**config.mk**
```make
export PLATFORM = sky130hd
export DESIGN_NAME = rv32_ifu_fetch_buf_flat
export DESIGN_NICKNAME = d
export VERILOG_FILES = /design/src/rtl/rv32_ifu_fetch_buf_if.sv /design/src/rtl/rv32_ifu_fetch_buf.sv /design/src/flat_wrapper.sv
export SDC_FILE = /design/constraint.sdc
export NUM_CORES = 1
export LEC_CHECK = 0
export CAP_MARGIN = 20
export CORE_ASPECT_RATIO = 2
export CORE_MARGIN = 1.5
export CORE_UTILIZATION = 56
export DETAILED_ROUTE_END_ITERATION = 8
export PLACE_DENSITY = 0.77
export SLEW_MARGIN = 10
export SYNTH_ARGS = -nofsm -noshare
export SYNTH_HDL_FRONTEND = slang
export SYNTH_SLANG_ARGS = --single-unit
```
**constraint.sdc**
```tcl
create_clock -name clk -period 2.8 [get_ports clk]
set_clock_uncertainty 0.2 [all_clocks]
set_input_delay 0.42 -clock clk [delete_from_list [all_inputs] [get_ports clk]]
set_output_delay 0.42 -clock clk [all_outputs]
set_load 0.05 [all_outputs]
```
**src/rtl/rv32_ifu_fetch_buf_if.sv**
```systemverilog
// Fetch-buffer bus: ICCM read port, execute redirect, and decode handshake.
// The master side is the fetch unit. The slave side is its environment (ICCM, execute, decode).
interface rv32_ifu_fetch_buf_if;
    logic        iccm_rd_en;
    logic [31:0] iccm_rd_addr;
    logic [31:0] iccm_rd_data;
    logic        redirect_valid;
    logic [31:0] redirect_pc;
    logic        instr_valid;
    logic        instr_ready;
    logic [31:0] instr_data;
    logic [31:0] instr_pc;

    modport master (
        output iccm_rd_en, iccm_rd_addr, instr_valid, instr_data, instr_pc,
        input  iccm_rd_data, redirect_valid, redirect_pc, instr_ready
    );

    modport slave (
        input  iccm_rd_en, iccm_rd_addr, instr_valid, instr_data, instr_pc,
        output iccm_rd_data, redirect_valid, redirect_pc, instr_ready
    );
endinterface

```
**src/rtl/rv32_ifu_fetch_buf.sv**
```systemverilog
// Sequential ICCM fetch feeding a credit-checked prefetch FIFO toward decode.
// A redirect flushes the FIFO and discards any outstanding read.
module rv32_ifu_fetch_buf #(
    parameter int          DEPTH    = 4,
    parameter logic [31:0] RESET_PC = 32'h0000_0000
) (
    input  logic                    clk,
    input  logic                    rst_n,
    rv32_ifu_fetch_buf_if.master    bus
);
    localparam int PTR_W = $clog2(DEPTH);
    localparam int CNT_W = PTR_W + 1;

    logic [CNT_W-1:0] count;
    logic [PTR_W-1:0] wr_ptr, rd_ptr;
    logic             inflight, kill;
    logic [31:0]      fetch_pc, resp_pc;
    logic [31:0]      data_mem [DEPTH];
    logic [31:0]      pc_mem   [DEPTH];

    logic [CNT_W-1:0] credits_used;
    logic             can_issue, issue, push, pop;

    // The credit check ignores same-cycle pops, so a push always finds a free slot.
    assign credits_used = count + CNT_W'(inflight);
    assign can_issue    = credits_used < CNT_W'(DEPTH);
    // rst_n gates the request so the ICCM sees no read while reset is held.
    assign issue        = can_issue & ~bus.redirect_valid & rst_n;
    assign push         = inflight & ~kill & ~bus.redirect_valid;
    assign pop          = (count != '0) & bus.instr_ready;

    assign bus.iccm_rd_en   = issue;
    assign bus.iccm_rd_addr = {fetch_pc[31:2], 2'b00};
    assign bus.instr_valid  = (count != '0);
    assign bus.instr_data   = data_mem[rd_ptr];
    assign bus.instr_pc     = pc_mem[rd_ptr];

    always_ff @(posedge clk or negedge rst_n) begin
        if (!rst_n) begin
            count    <= '0;
            wr_ptr   <= '0;
            rd_ptr   <= '0;
            inflight <= 1'b0;
            kill     <= 1'b0;
            fetch_pc <= RESET_PC;
            resp_pc  <= '0;
            // NOTE: the storage is reset because the head is read straight from it and must show 0 in reset.
            for (int i = 0; i < DEPTH; i++) begin
                data_mem[i] <= '0;
                pc_mem[i]   <= '0;
            end
        end else if (bus.redirect_valid) begin
            count    <= '0;
            wr_ptr   <= '0;
            rd_ptr   <= '0;
            inflight <= 1'b0;
            kill     <= 1'b1;
            fetch_pc <= {bus.redirect_pc[31:2], 2'b00};
        end else begin
            kill     <= 1'b0;
            inflight <= issue;
            if (issue) begin
                fetch_pc <= {fetch_pc[31:2], 2'b00} + 32'd4;
                resp_pc  <= {fetch_pc[31:2], 2'b00};
            end
            if (push) begin
                data_mem[wr_ptr] <= bus.iccm_rd_data;
                pc_mem[wr_ptr]   <= resp_pc;
                wr_ptr           <= wr_ptr + PTR_W'(1);
            end
            if (pop) rd_ptr <= rd_ptr + PTR_W'(1);
            case ({push, pop})
                2'b10:   count <= count + CNT_W'(1);
                2'b01:   count <= count - CNT_W'(1);
                default: count <= count;
            endcase
        end
    end
endmodule

```
**src/flat_wrapper.sv**
```systemverilog
// flat-port wrapper written by rule: the top's interface ports become plain ports
module rv32_ifu_fetch_buf_flat 
#(
    parameter int          DEPTH    = 4,
    parameter logic [31:0] RESET_PC = 32'h0000_0000
)
  (clk, rst_n, bus_iccm_rd_en, bus_iccm_rd_addr, bus_instr_valid, bus_instr_data, bus_instr_pc, bus_iccm_rd_data, bus_redirect_valid, bus_redirect_pc, bus_instr_ready);
  rv32_ifu_fetch_buf_if bus_i ();
  input  logic clk;
  input  logic rst_n;
  output wire logic [$bits(bus_i.iccm_rd_en)-1:0] bus_iccm_rd_en;
  output wire logic [$bits(bus_i.iccm_rd_addr)-1:0] bus_iccm_rd_addr;
  output wire logic [$bits(bus_i.instr_valid)-1:0] bus_instr_valid;
  output wire logic [$bits(bus_i.instr_data)-1:0] bus_instr_data;
  output wire logic [$bits(bus_i.instr_pc)-1:0] bus_instr_pc;
  input wire logic [$bits(bus_i.iccm_rd_data)-1:0] bus_iccm_rd_data;
  input wire logic [$bits(bus_i.redirect_valid)-1:0] bus_redirect_valid;
  input wire logic [$bits(bus_i.redirect_pc)-1:0] bus_redirect_pc;
  input wire logic [$bits(bus_i.instr_ready)-1:0] bus_instr_ready;
  assign bus_iccm_rd_en = bus_i.iccm_rd_en;
  assign bus_iccm_rd_addr = bus_i.iccm_rd_addr;
  assign bus_instr_valid = bus_i.instr_valid;
  assign bus_instr_data = bus_i.instr_data;
  assign bus_instr_pc = bus_i.instr_pc;
  assign bus_i.iccm_rd_data = bus_iccm_rd_data;
  assign bus_i.redirect_valid = bus_redirect_valid;
  assign bus_i.redirect_pc = bus_redirect_pc;
  assign bus_i.instr_ready = bus_instr_ready;
  rv32_ifu_fetch_buf #(.DEPTH(DEPTH), .RESET_PC(RESET_PC)) u_core (.clk(clk), .rst_n(rst_n), .bus(bus_i));
endmodule
```
==> metrics <==
measured slew at the worst slew-check pin=approximately 830 ps; clk sinks=approximately 320; Reg power frac=0.380; Final Max Tran Viols=0; Die X=115 um; Max Buffers Root-to-Sink=3; area grow syn2layout=22.9%; clk root buf=clkbuf_16; Die Y=between 200 and 250 um; Initial Utilization=0.567; DR pass1 iterations=4; switching pwr=0.00566 W; DIE AREA=roughly 26000 sq um; first-pass GRT wire length=roughly 47000 um; fmax=0.366 GHz; I/O pin cnt=between 150 and 200; commonest register cell after synthesis=dfrtp_1; Via density=between 5 and 6; core area=about 25000 sq um; clock latency on the worst-skew pair=about 540 ps; Rel. slew slack=0.445; diode count=0; routed wire length=28900 um; Post-Syn Instances=between 900 and 1000; Layout Nets=about 1100; DPL Wire Length=~19000 um; worst hold margin=between 90 and 100 ps; WP data arrival=2110 ps; CTS Buf Count=27; Detail Route Antenna Nets=0; CTS tree=built; sequential area share after synthesis=0.562; via count=8027; most common cell after layout, fill and taps aside=dfrtp_1; Pwr Density=roughly 940 nW/um^2; grt total ovfl=0; min cycle time layout=roughly 2700 ps; Worst setup EP type=output port; max-cap viol count=0; most frequent cells in the layout=314 x dfrtp_1, 254 x mux2_2, 94 x clkdlybuf4s50_1; asr flop ratio synth=1.00; Final Util=0.696; combinational power share=0.384; Fillers=1744; Hold/Removal Path Class=input port to async pin; P_leak=between 7 and 8 nW; syn avg cell area=15.6 sq um; number of global-route vias before repair=8730; GPL Wtd Cong=0.755; Required @ worst endpoint=2180 ps; Synth Register Bits=~320; Post-Syn Area=14100 sq um; Final setup viols=0; IO buf count=~160; Final Hold Fails=0; Syn. warnings=0; Crit Path Class=register to output port; DR DRC count=0; Clock power frac=0.236; initial antenna violation count=1; Sw Share=0.347; pin count of the biggest net entering global routing=between 150 and 200; number of enable flip-flop cells after synthesis=0; worst vdd ir=0.000840 V; Starting DRT DRC Count=around 410; unrepaired setup endpoints after global routing=no; Distinct cells, synth=40; drt wl/cell=between 20 and 25 um; Rows=82; internal power=0.0107 W; crit share post-route=0.976; Setup crit start kind=register; status=complete, no violations; layout cells sized above 1=0.454; clock-pin slew on the worst setup and hold paths=about 60 ps; maximum fanout along the worst path=9; CTS H-tree lvls=1; TNS Setup=0 ps; total track usage=0.231
stage by stage:
| step | worst slack [ps] | instances | power (W) | instance area, sq um |
|---|---|---|---|---|
| 2_1_floorplan | 440 | 910 | 0.0101 | 14100 |
| 3_3_place_gp | 480 | 1366 | 0.0125 | 16400 |
| 3_5_place_dp | 426 | 1366 | 0.0126 | 16400 |
| 4_1_cts | 15.7 | 1417 | 0.0165 | 17300 |
| 5_1_grt | 4.33 | 1417 | 0.0170 | 17400 |
| 6_report | 66.8 | 1417 | 0.0163 | 17400 |
flip-flops by register name, summed over array words and instances, names as in the netlist:
signal and count:
u_core.kill 1, u_core.wr_ptr 2, u_core.count 3, u_core.resp_pc 30
u_core.pc_mem 120, u_core.rd_ptr 2, u_core.inflight 1, u_core.data_mem 128
u_core.fetch_pc 30
cells in the mapped netlist (2+ instances only):
library cell / number / share of area
and4_1: 5 / 0.0031
buf_6: 3 / 0.0024
buf_8: 2 / 0.0021
clkbuf_1: 15 / 0.0040
mux4_2: 62 / 0.099
buf_4: 5 / 0.0027
and2_1: 11 / 0.0049
dfrtp_1: 317 / 0.56
nor2_1: 11 / 0.0029
buf_2: 39 / 0.014
mux2_4: 28 / 0.030
and3_1: 6 / 0.0027
inv_1: 4 / 0.0011
ha_1: 5 / 0.0044
xnor2_1: 8 / 0.0050
mux2_2: 254 / 0.20
xor2_1: 26 / 0.016
mux2i_1: 4 / 0.0028
nand3_1: 12 / 0.0043
o21ai_0: 25 / 0.0089
nand4_1: 16 / 0.0071
nand2_1: 31 / 0.0082
routing by layer:
layer	track usage	part of all wire	up-vias
li1	-	-	3600
met1	0.291	0.40	4242
met2	0.419	0.55	142
met3	0.0269	0.029	41
met4	0.0629	0.021	2
met5	0	0.00041	-
power by group through the flow:
stage          Combinational, W  Sequential, W  Clock, W
3_5_place_dp            0.00631        0.00629         0
6_report                0.00627        0.00621   0.00385
5_1_grt                 0.00657        0.00634   0.00410
2_1_floorplan           0.00396        0.00615         0
3_3_place_gp            0.00623        0.00624         0
4_1_cts                 0.00635        0.00620   0.00393
final cells by class:
type,instances,area (sq um),share of cell area
inverters,4,15.0,0.000865
clock buffers,44,840,0.0484
well taps,336,420,0.0242
flip-flops and latches,317,7940,0.458
repair buffers,187,2210,0.127
multi-input cells,524,5850,0.337
clock inverters,5,81.3,0.00469
path summary, 6_finish.rpt:
kind	startpoint	end	slack, ps	depth (start not counted)
min in group clk	bus_redirect_valid	u_core.kill	210	2
setup reg to reg	u_core.kill	u_core.pc_mem[5]	450	5
hold reg to reg	u_core.pc_mem[8]	u_core.pc_mem[8]	300	1
hold / removal	rst_n	u_core.data_mem[108]	100	2
max in group asynchronous	rst_n	u_core.rd_ptr[0]	1180	3
setup / recovery	u_core.count[2]	bus_instr_valid	70	2
kinds of logic (layout without fill, tap and decap cells):
logic type / Yosys count / after routing / synth area share
AO/OA/AOI/OAI: 29 / 29 / 0.0107
AND/OR/NAND/NOR: 101 / 101 / 0.0381
multiplexers: 349 / 349 / 0.335
other: 1 / 4 / 0.000265
buffers and inverters: 69 / 240 / 0.0263
flip-flops: 317 / 317 / 0.562
XOR/XNOR: 35 / 35 / 0.0222
adder cells (fa/ha/maj): 6 / 6 / 0.00585
timing repair:
| action | 4_1_cts | 5_1_grt |
|---|---|---|
| hold buffers | 1 | 0 |
| resized for setup | 2 | 2 |
| endpoints found under the setup margin | 3 | 3 |
| endpoints found under the hold margin | 169 | 0 |
| setup buffers | 1 | 0 |
critical path: stages, from the launching register on:
cell	delay, ps
dfrtp_1	490
or3_1	350
clkdlybuf4s50_1	740
(Power assumes the default switching activity.)
